<file path="src/rtl/booth_pkg.sv">
// Shared types and constants for the radix-4 Booth sequencing controller.
package booth_pkg;

    // Controller states
    typedef enum logic [2:0] {
        S_IDLE  = 3'd0,
        S_LOAD  = 3'd1,
        S_ADD   = 3'd2,
        S_SHIFT = 3'd3,
        S_DONE  = 3'd4
    } state_e;

    // ALU op encodings: [2] adds +A, [1] adds +2A, [0] negates
    localparam logic [2:0] FUN_ZERO = 3'b000;
    localparam logic [2:0] FUN_PA   = 3'b100;
    localparam logic [2:0] FUN_P2A  = 3'b010;
    localparam logic [2:0] FUN_MA   = 3'b101;
    localparam logic [2:0] FUN_M2A  = 3'b011;

    // Field positions inside the datapath status word {cnt, x}
    localparam int unsigned ST_CNT_MSB = 5;
    localparam int unsigned ST_CNT_LSB = 3;
    localparam int unsigned ST_X_MSB   = 2;
    localparam int unsigned ST_X_LSB   = 0;

endpackage

</file>
<file path="src/rtl/booth_recode.sv">
// Radix-4 Booth recoder: 3-bit window {b(i+1), b(i), b(i-1)} to ALU op.
module booth_recode
    import booth_pkg::*;
(
    input  logic [2:0] x_i,
    output logic [2:0] funsel_o
);

    // Window to signed digit {0, +1, +2, -2, -1} expressed as ALU op
    always_comb begin
        funsel_o = FUN_ZERO;
        unique case (x_i)
            3'b000, 3'b111: funsel_o = FUN_ZERO;
            3'b001, 3'b010: funsel_o = FUN_PA;
            3'b011:         funsel_o = FUN_P2A;
            3'b100:         funsel_o = FUN_M2A;
            3'b101, 3'b110: funsel_o = FUN_MA;
            default:        funsel_o = FUN_ZERO;
        endcase
    end

endmodule

</file>
<file path="src/rtl/booth_seq_ctrl.sv">
// Sequencing controller for the radix-4 Booth multiplier datapath.
// Runs LOAD, then N_ITER ADD/SHIFT pairs, a final ADD that observes the
// terminal count, and a one-cycle DONE.
module booth_seq_ctrl
    import booth_pkg::*;
#(
    parameter int unsigned N_ITER = 4
) (
    input  logic       clk,
    input  logic       reset,
    input  logic       start,
    input  logic [5:0] status,
    output logic       dp_reset,
    output logic       control,
    output logic [2:0] funsel,
    output logic       xld,
    output logic       cntld,
    output logic       pld,
    output logic       ald,
    output logic       busy,
    output logic       done,
    output logic       err
);

    localparam logic [2:0] N_ITER_C = 3'(N_ITER);

    state_e     state_q, state_d;
    logic       err_q, err_d;
    logic [2:0] cnt;
    logic [2:0] x;
    logic [2:0] rec_funsel;
    logic       cnt_end;
    logic       cnt_over;

    assign cnt      = status[ST_CNT_MSB:ST_CNT_LSB];
    assign x        = status[ST_X_MSB:ST_X_LSB];
    assign cnt_end  = (cnt >= N_ITER_C);
    assign cnt_over = (cnt > N_ITER_C);

    booth_recode u_recode (
        .x_i      (x),
        .funsel_o (rec_funsel)
    );

    // Next-state and sticky error logic
    always_comb begin
        state_d = state_q;
        err_d   = err_q;
        unique case (state_q)
            S_IDLE:  if (start) state_d = S_LOAD;
            S_LOAD:  state_d = S_ADD;
            S_ADD: begin
                if (cnt_end) begin
                    state_d = S_DONE;
                    if (cnt_over) err_d = 1'b1;
                end else begin
                    state_d = S_SHIFT;
                end
            end
            S_SHIFT: state_d = S_ADD;
            S_DONE:  state_d = S_IDLE;
            default: state_d = S_IDLE;
        endcase
    end

    // State and error registers with synchronous reset
    always_ff @(posedge clk) begin
        if (reset) begin
            state_q <= S_IDLE;
            err_q   <= 1'b0;
        end else begin
            state_q <= state_d;
            err_q   <= err_d;
        end
    end

    // Strobe decode from current state; funsel in ADD follows status directly
    always_comb begin
        dp_reset = 1'b0;
        control  = 1'b0;
        funsel   = FUN_ZERO;
        xld      = 1'b0;
        cntld    = 1'b0;
        pld      = 1'b0;
        ald      = 1'b0;
        done     = 1'b0;
        busy     = (state_q != S_IDLE);
        err      = err_q;
        unique case (state_q)
            S_IDLE:  ;
            S_LOAD:  dp_reset = 1'b1;
            S_ADD: begin
                // Terminal count loads nothing, so funsel stays at zero too
                if (!cnt_end) begin
                    control = 1'b0;
                    pld     = 1'b1;
                    funsel  = rec_funsel;
                end
            end
            S_SHIFT: begin
                control = 1'b1;
                pld     = 1'b1;
                xld     = 1'b1;
                cntld   = 1'b1;
            end
            S_DONE:  done = 1'b1;
            default: ;
        endcase
    end

endmodule

</file>
<file path="config.mk">
export PLATFORM = sky130hd
export DESIGN_NAME = booth_seq_ctrl
export DESIGN_NICKNAME = d
export VERILOG_FILES = /design/src/rtl/booth_pkg.sv /design/src/rtl/booth_recode.sv /design/src/rtl/booth_seq_ctrl.sv
export SDC_FILE = /design/constraint.sdc
export NUM_CORES = 1
export LEC_CHECK = 0
export BUFFER_PORTS_ARGS = -buffer_cell sky130_fd_sc_hd__buf_2
export CORE_AREA = 5 5 42 44
export DETAILED_ROUTE_END_ITERATION = 12
export DIE_AREA = 0 0 47 49
export GPL_ROUTABILITY_DRIVEN = 0
export GPL_TIMING_DRIVEN = 0
export SLEW_MARGIN = 20
export SYNTH_ARGS = -nofsm -noshare
export SYNTH_HDL_FRONTEND = slang
export SYNTH_HIERARCHICAL = 1
export SYNTH_SLANG_ARGS = --single-unit
</file>
<file path="constraint.sdc">
create_clock -name clk -period 2.4 [get_ports clk]
set_input_delay 0.12 -clock clk [delete_from_list [all_inputs] [get_ports clk]]
set_output_delay 0.12 -clock clk [all_outputs]
set_load 0.01 [all_outputs]
</file>
==> run_summary.xml <==
<?xml version="1.0" encoding="UTF-8"?>
<metrics>
  <group name="detailed_routing">
    <metric name="wire_per_inst" unit="um">8.356</metric>
    <metric name="via_per_inst" unit="">4.055</metric>
    <metric name="drt_pass1_iterations" unit="">2</metric>
    <metric name="drt.antenna.violating_nets" unit="">0</metric>
    <metric name="route.final.wire_length" unit="um">610</metric>
    <metric name="vias" unit="">296</metric>
    <metric name="drt_iter0_drc" unit="">2</metric>
    <metric name="post-route-drc-count" unit="">0</metric>
  </group>
  <group name="pwr">
    <metric name="post-layout-total-power" unit="uW">198.7</metric>
    <metric name="p_leak" unit="uW">0.0002449</metric>
    <metric name="p_per_area" unit="nW/um^2">454.9</metric>
    <metric name="ir_worst_vdd" unit="mV">0.1996</metric>
  </group>
  <group name="cells_and_area">
    <metric name="post_route_cells_drive_above_1_share" unit="">0.5439</metric>
    <metric name="multi_input_area" unit="um^2">177.7</metric>
    <metric name="number_of_filler_instances_in_the_final_layout" unit="">163</metric>
    <metric name="finish.net_count" unit="">70</metric>
    <metric name="final-seq-area" unit="um^2">80.08</metric>
    <metric name="final_design_area_no_fill" unit="um^2">436.7</metric>
    <metric name="diodes" unit="">0</metric>
    <metric name="flow.area_growth_from_synthesis" unit="%">46.03</metric>
  </group>
  <group name="logic_synthesis">
    <metric name="synthesis.area_per_instance" unit="um^2">8.544</metric>
    <metric name="yosysWarnings" unit="">6</metric>
    <metric name="synthesis.instances" unit="">35</metric>
    <metric name="synth.cell_area" unit="um^2">299.0</metric>
    <metric name="ys_ff_latch" unit="">4</metric>
    <metric name="seq_area_frac_synth" unit="">0.2678</metric>
    <metric name="synth.lib_cells_used.distinct" unit="">22</metric>
    <metric name="synth.net_count" unit="">46</metric>
  </group>
  <group name="job">
    <metric name="max-cap-violations" unit="">0</metric>
  </group>
  <group name="placement">
    <metric name="detailed_place_hpwl" unit="um">535.7</metric>
    <metric name="dpl-instance-area" unit="um^2">414.1</metric>
    <metric name="port_buffers" unit="">19</metric>
  </group>
  <group name="hold_path">
    <metric name="min_path_type" unit="">in2reg</metric>
    <metric name="timing.hold.worst.start" unit="">reset</metric>
  </group>
  <group name="floorplanning">
    <metric name="coreArea" unit="um^2">1401</metric>
    <metric name="floorplan_die_width" unit="um">47</metric>
    <metric name="dieArea" unit="um^2">2303</metric>
    <metric name="top_level_ports" unit="">21</metric>
    <metric name="initial_core_util" unit="">0.2134</metric>
    <metric name="fp-row-count" unit="">14</metric>
    <metric name="die_y" unit="um">49</metric>
  </group>
  <group name="critical_path">
    <metric name="cp.arrival" unit="ns">1.44</metric>
    <metric name="crit_path_max_incr_delay" unit="ns">0.46</metric>
    <metric name="critPathMaxFanout" unit="">8</metric>
    <metric name="r2r_start" unit="">state_q[0]$_SDFFE_PP0P_</metric>
    <metric name="end_kind" unit="">primary output</metric>
    <metric name="cp_data_required_time" unit="ns">2.28</metric>
    <metric name="crit_type" unit="">reg2out</metric>
    <metric name="slowest_stage_cell_on_the_critical_path" unit="">nor4b_1</metric>
    <metric name="worstSetupStartpoint" unit="">state_q[1]$_SDFFE_PP0P_</metric>
    <metric name="crit_path_start_kind" unit="">flop</metric>
    <metric name="timing.critical_path.cells" unit="">nor4b_1 &gt; and2_1 &gt; buf_2</metric>
  </group>
  <group name="clock_tree">
    <metric name="cts_sinks" unit="">4</metric>
    <metric name="numCtsBuffers" unit="">3</metric>
    <metric name="clock_latency" unit="ns">0.23</metric>
    <metric name="holdBufCountCts" unit="">0</metric>
    <metric name="clock-root-buffer" unit="">clkbuf_4</metric>
    <metric name="clkTransAtPathRegs" unit="ns">0.04</metric>
    <metric name="cts.repair.resized" unit="">0</metric>
    <metric name="tritoncts_clock_tree" unit="">built</metric>
    <metric name="cts.path.max_buffers" unit="">2</metric>
    <metric name="post-cts-setup-buffers" unit="">0</metric>
    <metric name="cts_htree_levels" unit="">1</metric>
  </group>
  <group name="sta">
    <metric name="maxSlewHeadroom" unit="">0.6608</metric>
    <metric name="max_slew.worst_pin.slew" unit="ns">0.5018</metric>
    <metric name="finalCriticalPeriod" unit="ns">1.560</metric>
    <metric name="layout_worst_path_cycle_share" unit="">0.6498</metric>
    <metric name="finish_stage_setup_viols" unit="">0</metric>
    <metric name="finalHoldViolCount" unit="">0</metric>
    <metric name="rsz0062_at_grt" unit="">no</metric>
    <metric name="finalMaxSlewViolations" unit="">0</metric>
    <metric name="achievable-frequency" unit="MHz">641.2</metric>
    <metric name="final.setup_skew" unit="ns">0.0001932</metric>
    <metric name="final.setup.tns" unit="ns">0</metric>
  </group>
  <group name="global_route">
    <metric name="grt_util_met2" unit="">0.09276</metric>
    <metric name="grtUsageMet3" unit="">0.05904</metric>
    <metric name="grt_util_met1" unit="">0.07473</metric>
    <metric name="grt_busiest_layer" unit="">met2</metric>
    <metric name="grt_pass1_vias" unit="">282</metric>
    <metric name="grt_max_degree" unit="">9</metric>
    <metric name="antenna_violations_before_repair" unit="">0</metric>
    <metric name="grt.overflow.total" unit="">0</metric>
    <metric name="wire_length_of_the_first_global_routing_pass" unit="mm">1.097</metric>
    <metric name="global_route.usage.total" unit="">0.06831</metric>
  </group>
  <group name="status">
    <metric name="run_status" unit="">finished, final reports clean</metric>
  </group>
</metrics>
==> worst max-delay path, delay by kind of cell, from the launching register on <==
kind,cells,cell delay [ns]
buffers and inverters,1,0.12
DFF,1,0.42
and+or+nand+nor,2,0.66
==> state kept, by name, indices dropped and copies added (netlist names) <==
register / count
err: 1
state_q: 3
==> cells in the mapped netlist, drive strengths merged <==
cell type	n	area share
o32ai	1	0.054
nor2	2	0.025
a211oi	1	0.025
and2	3	0.063
buf	3	0.075
inv	4	0.050
mux2	1	0.050
nor3	1	0.017
nand2b	2	0.042
clkbuf	1	0.013
nand2	1	0.013
dfxtp	4	0.27
nor4b	1	0.029
and3b	1	0.033
conb	1	0.013
a21oi	1	0.017
nor3b	1	0.025
nor2b	1	0.021
or2	1	0.021
or3	2	0.063
ha	2	0.084
==> cells by family (layout without fill, tap and decap cells) <==
family | after synthesis | count (layout) | synth area share
buffers and inverters | 8 | 30 | 0.1380
muxes | 1 | 1 | 0.05019
other | 1 | 1 | 0.01254
DFF | 4 | 4 | 0.2678
and+or+nand+nor | 16 | 16 | 0.3515
AOI/OAI and AO/OA | 3 | 3 | 0.09624
adders and majority gates | 2 | 2 | 0.08367
==> metal layers <==
| metal | vias up | share of wire |
|---|---|---|
| met2 | 13 | 0.46 |
| met5 | - | 0 |
| met3 | 0 | 0.13 |
| met4 | 0 | 0 |
| li1 | 158 | - |
| met1 | 125 | 0.41 |
==> cell type report <==
| class | count | area share |
|---|---|---|
| buffer | 4 | 0.06017 |
| clock buffer | 3 | 0.05158 |
| inverter | 4 | 0.03438 |
| multi-input combinational | 23 | 0.4069 |
| sequential | 4 | 0.1834 |
| tap | 16 | 0.04585 |
| timing repair buffer | 19 | 0.2178 |
==> cells in the final DEF (no fill, tap or decap), drive strengths merged <==
master and instances:
dfxtp 4, and2 3, nand2 1, inv 4, or2 1, and3b 1, a21oi 1, nor4b 1
conb 1, nand2b 2, ha 2, buf 22, nor2b 1, nor2 2, or3 2, nor3 1
clkbuf 4, a211oi 1, nor3b 1, o32ai 1, mux2 1
==> where the power goes <==
| group | internal, uW | switching, uW | total, uW |
|---|---|---|---|
| clock network | 55.8 | 25.0 | 80.8 |
| registers | 70.4 | 4.52 | 74.9 |
| logic | 24.3 | 18.7 | 43.0 |
==> final timing paths <==
path | endpoint | slack (ns) | depth (start not counted)
max | funsel[0] | 0.84 | 3
min | state_q[1]$_SDFFE_PP0P_ | 0.10 | 2
max reg2reg | err$_SDFFE_PP0P_ | 1.31 | 2
min reg2reg | err$_SDFFE_PP0P_ | 0.46 | 2
==> stage by stage <==
| stage | worst slack [ns] | util | cells | hold slack [ns] |
|---|---|---|---|---|
| final | 0.8405 | 0.3116 | 73 | 0.1049 |
| after global routing | 0.6574 | 0.3116 | 73 | 0.08961 |
| after CTS | 0.7717 | 0.3116 | 73 | 0.09670 |
| after detailed placement | 1.027 | 0.2955 | 70 | 0.3453 |
| after global placement | 1.036 | 0.2955 | 70 | 0.3394 |
| after floorplan | 1.330 | - | 35 | 0.1985 |
(Power assumes the default switching activity.)
